===== src/rtl/instr_encoder.sv =====
// RISC-V word encoder: packs I/S(/R) fields into 32-bit words at sequential addresses.
// Build option: INSTR_ENC_RTYPE_EN enables R-type (0110011) encoding.
module instr_encoder (
  input  logic        clk,
  input  logic        rst_n,
  input  logic        start,
  input  logic [31:0] base_addr,
  input  logic [15:0] len,
  input  logic        in_valid,
  output logic        in_ready,
  input  logic [6:0]  opcode,
  input  logic [4:0]  rd,
  input  logic [2:0]  funct3,
  input  logic [4:0]  rs1,
  input  logic [4:0]  rs2,
  input  logic [6:0]  funct7,
  input  logic [31:0] imm,
  output logic        out_valid,
  input  logic        out_ready,
  output logic [31:0] out_instr,
  output logic [31:0] out_addr,
  output logic        out_err,
  output logic        busy,
  output logic        done
);

  localparam logic [31:0] NOP = 32'h0000_0013;

  typedef enum logic [1:0] {IDLE, RUN, DRAIN} state_e;

  state_e      state_q;
  logic [31:0] addr_q;
  logic [15:0] rem_q;
  logic        out_valid_q;
  logic [31:0] out_instr_q;
  logic [31:0] out_addr_q;
  logic        out_err_q;
  logic        done_q;

  logic [31:0] instr_d;
  logic        err_d;
  logic        imm_ok;
  logic        is_i;
  logic        is_s;
  logic        acc;
  logic        out_fire;

  assign is_i = (opcode == 7'b0000011) ||
                (opcode == 7'b0010011) ||
                (opcode == 7'b1100111);
  assign is_s = (opcode == 7'b0100011);
  assign imm_ok = (imm[31:11] == {21{imm[11]}});

`ifdef INSTR_ENC_RTYPE_EN
  logic is_r;
  assign is_r = (opcode == 7'b0110011);
`else
  logic unused_f7;
  assign unused_f7 = ^funct7;
`endif

  always_comb begin
    instr_d = NOP;
    err_d   = 1'b1;
    unique case (1'b1)
      is_i: begin
        if (imm_ok) begin
          instr_d = {imm[11:0], rs1, funct3, rd, opcode};
          err_d   = 1'b0;
        end
      end
      is_s: begin
        if (imm_ok) begin
          instr_d = {imm[11:5], rs2, rs1, funct3, imm[4:0], opcode};
          err_d   = 1'b0;
        end
      end
`ifdef INSTR_ENC_RTYPE_EN
      is_r: begin
        instr_d = {funct7, rs2, rs1, funct3, rd, opcode};
        err_d   = 1'b0;
      end
`endif
      default: ;
    endcase
  end

  assign in_ready = (state_q == RUN) && (!out_valid_q || out_ready);
  assign acc      = in_valid && in_ready;
  assign out_fire = out_valid_q && out_ready;

  always_ff @(posedge clk or negedge rst_n) begin
    if (!rst_n) begin
      state_q     <= IDLE;
      addr_q      <= '0;
      rem_q       <= '0;
      out_valid_q <= 1'b0;
      out_instr_q <= '0;
      out_addr_q  <= '0;
      out_err_q   <= 1'b0;
      done_q      <= 1'b0;
    end else begin
      done_q <= 1'b0;
      if (out_fire) out_valid_q <= 1'b0;
      // a new word may land in the same cycle the old one leaves
      if (acc) begin
        out_valid_q <= 1'b1;
        out_instr_q <= instr_d;
        out_err_q   <= err_d;
        out_addr_q  <= addr_q;
        addr_q      <= addr_q + 32'd4;
        rem_q       <= rem_q - 16'd1;
      end
      unique case (state_q)
        IDLE: begin
          if (start) begin
            if (len == 16'd0) begin
              done_q <= 1'b1;
            end else begin
              addr_q  <= base_addr;
              rem_q   <= len;
              state_q <= RUN;
            end
          end
        end
        RUN: begin
          if (acc && rem_q == 16'd1) state_q <= DRAIN;
        end
        DRAIN: begin
          if (out_fire) begin
            done_q  <= 1'b1;
            state_q <= IDLE;
          end
        end
        default: state_q <= IDLE;
      endcase
    end
  end

  assign out_valid = out_valid_q;
  assign out_instr = out_instr_q;
  assign out_addr  = out_addr_q;
  assign out_err   = out_err_q;
  assign done      = done_q;
  assign busy      = (state_q != IDLE);

endmodule


===== config.mk =====
export PLATFORM = sky130hd
export DESIGN_NAME = instr_encoder
export DESIGN_NICKNAME = d
export VERILOG_FILES = /design/src/rtl/instr_encoder.sv
export SDC_FILE = /design/constraint.sdc
export NUM_CORES = 1
export LEC_CHECK = 0
export BUFFER_PORTS_ARGS = -buffer_cell sky130_fd_sc_hd__buf_2
export CAP_MARGIN = 15
export CELL_PAD_IN_SITES_DETAIL_PLACEMENT = 1
export CELL_PAD_IN_SITES_GLOBAL_PLACEMENT = 1
export CORE_ASPECT_RATIO = 0.75
export CORE_MARGIN = 2
export CORE_UTILIZATION = 34
export DETAILED_ROUTE_END_ITERATION = 8
export PLACE_DENSITY_LB_ADDON = 0.1
export SLEW_MARGIN = 20
export SYNTH_ARGS = -nofsm -noshare
export SYNTH_HDL_FRONTEND = slang
export SYNTH_SLANG_ARGS = --single-unit

===== constraint.sdc =====
create_clock -name clk -period 1.85 [get_ports clk]
set_clock_uncertainty 0.2 [all_clocks]
set_input_delay 0.37 -clock clk [delete_from_list [all_inputs] [get_ports clk]]
set_output_delay 0.37 -clock clk [all_outputs]
set_load 0.02 [all_outputs]

==> impl_metrics.json <==
{
  "yosysWarnings": 0,
  "ys_seq_area_share_pct": 52.3,
  "area_growth_pct": 55.5,
  "cts-root-buf": "clkbuf_16",
  "die_w_microns": 152,
  "syn_inst": 610,
  "synth_edf_count": 0,
  "first_global_vias": 6080,
  "final_common_cell": "buf_2",
  "violations": "hold timing, setup timing",
  "dr_total_vias": 5660,
  "row_count": 40,
  "pre_cts_ws_ns": -0.488,
  "tritoncts": "built",
  "hold_viol_final": 1,
  "setup_ws_ns": -0.153,
  "yosysTopAreaCell": "dfrtp_1",
  "core-area_sq_mm": 0.0161,
  "via_per_inst": 5.10,
  "dpl.hpwl_microns": 13300,
  "worst-setup-path-type": "register to register",
  "status": "finished, violations left",
  "die_height_microns": 115,
  "grt_pass1_wl_microns": 30800,
  "ys_ff_latch": 117,
  "place.gp.congestion": 0.802,
  "critPathLaunchType": "register",
  "synth_area_sq_mm": 0.00560,
  "grt_overflow": 0,
  "synth_top_area_share_pct": 52.3,
  "grt_max_degree": 52,
  "n_antenna_cell": 0,
  "drv_slew": 0,
  "final_cell_mix": "173 x buf_2, 131 x nand2_1, 115 x dfrtp_1, 77 x buf_4, 47 x nor2_1",
  "holdWs_ns": -0.00196,
  "ys_types": 43,
  "crit_path_end_kind": "register",
  "placed_cells": 1054,
  "clock_latency_ns": 0.42,
  "worst_pin_slew_ns": 0.451,
  "first_pass_iters": 4,
  "cts_buffer_depth": 2,
  "finalSetupViolations": 27,
  "clk_pin_slew_ns": 0.05,
  "powerDensity_mw_per_mm2": 945,
  "cts_max_level": 4,
  "p_leak_nw": 4.27,
  "antenna_found_initial": 0,
  "cap_violations": 0,
  "setup_tns_ns": -1.12,
  "layout-drive-gt1-share_pct": 43.8,
  "drt_iter0_markers": 214,
  "numCtsBuffers": 17,
  "portBuffers": 178,
  "critical_path_required_ns": 1.99,
  "worst_ep_arrival_time_ns": 2.15,
  "drc": 0,
  "numClockSinks": 117,
  "fin_crit_ns": 2.00,
  "cp_max_fo": 3,
  "syn_area_per_cell_sq_um": 9.18,
  "synth_fp_nets": 730,
  "finalNonFillerCells": 1110,
  "synth_area_leaders": "dfrtp_1 52%, nand2_1 8.9%, nor2_1 3.9%, xor2_1 3.6%, a21oi_1 3.6%",
  "synth_top_flop_cell": "dfrtp_1",
  "dieArea_sq_mm": 0.0175,
  "nNetsFinal": 1010,
  "max_slew_margin_pct": 69.6,
  "grt_use_total_pct": 22.1,
  "fmax_mhz": 499,
  "ios": 186,
  "peakVddDrop_v": 0.000594,
  "hp-class": "input pin to register",
  "finalCritPeriodShare_pct": 108,
  "routed_wl_microns": 20800,
  "async_flop_share_pct": 100,
  "start_util_pct": 34.8,
  "grt_setup_unrepaired": "yes",
  "ant_nets": 0,
  "wl_per_cell_microns": 18.7
}
==> through the flow <==
| stage | power (mW) | hold WS [ns] | cell area, sq um | utilization, % |
|---|---|---|---|---|
| after floorplan | 3.94 | -0.126 | 5660 | - |
| after global placement | 4.76 | 0.0892 | 7440 | 46.3 |
| after detailed placement | 4.85 | 0.0826 | 7440 | 46.3 |
| after CTS | 8.14 | 0.000561 | 8270 | 51.5 |
| after global routing | 8.62 | 0.00195 | 8700 | 54.2 |
| final | 8.22 | -0.00196 | 8700 | 54.2 |
==> worst paths after layout <==
check	startpoint	end	slack [ns]	depth (start not counted)
worst max-delay path	rem_q[12]	rem_q[14]	-0.15	5
worst min-delay path	rs1[3]	out_instr[18]	-0.002	3
worst max register to register	rem_q[12]	rem_q[14]	-0.15	5
worst min register to register	out_addr[9]	out_addr[9]	0.27	2
max in group asynchronous	rst_n	out_addr[15]	0.68	3
min in group asynchronous	rst_n	rem_q[9]	0.19	2
==> area by class of cell <==
type	instances	area, sq um
Clock buffer	24	492
Inverter	8	30.0
Sequential cell	117	2930
Timing Repair Buffer	292	2030
Fill cell	1878	7360
Clock inverter	5	50.0
Tap cell	210	263
Multi-Input combinational cell	454	2910
==> cell families (layout without fill, tap and decap cells) <==
logic type	Yosys count	after routing	share of synthesized area, %
simple gates	304	307	25.6
flops	117	117	52.3
compound gates	99	99	11.1
buf+inv	42	329	3.04
xor+xnor	40	40	6.26
mux	5	5	0.983
fa+ha+maj	3	3	0.671
==> worst max-delay path, stage by stage, from the launching register on <==
cell and delay, ns:
dfrtp_1 0.38, or3_4 0.43, nor3_2 0.19, or3b_4 0.42, xor2_2 0.17, a21oi_2 0.14
==> where the power goes <==
group | switching (mW) | internal [mW]
clock network | 1.14 | 1.96
registers | 0.258 | 2.87
logic | 1.09 | 0.901
total | 2.49 | 5.73
==> registers in the layout, summed over array words and instances, names as in the netlist <==
name and count:
rem_q 16, out_addr 32, state_q 2, done 1, out_valid 1, addr_q 32
out_err 1, out_instr 32
==> layer usage <==
layer	global-route usage [%]	share of wire [%]	up-vias
met5	0	0	-
met4	5.23	1.3	0
met3	5.24	4.6	22
met2	38.7	50	136
met1	28.1	44	2831
li1	-	-	2671
==> cells in the mapped netlist (4+ instances only) <==
cell and n:
a21oi_1 40, a22oi_1 10, a31oi_1 8, and3_1 6, clkbuf_1 26, dfrtp_1 117
inv_1 8, mux2_2 4, nand2_1 133, nand2b_1 4, nand3_1 35, nand4_1 20
nor2_1 58, nor3_1 10, nor4_1 12, o21ai_0 26, o31ai_2 10, or3_1 5
xnor2_1 17, xor2_1 23
==> what timing repair did <==
item,4_1_cts,5_1_grt
buffers inserted,7,13
hold buffers,3,0
setup endpoints to repair,42,82
pin swaps,21,40
endpoints found under the hold margin,100,0
gates resized for setup,43,72
gates cloned,0,6
(Power assumes the default switching activity.)
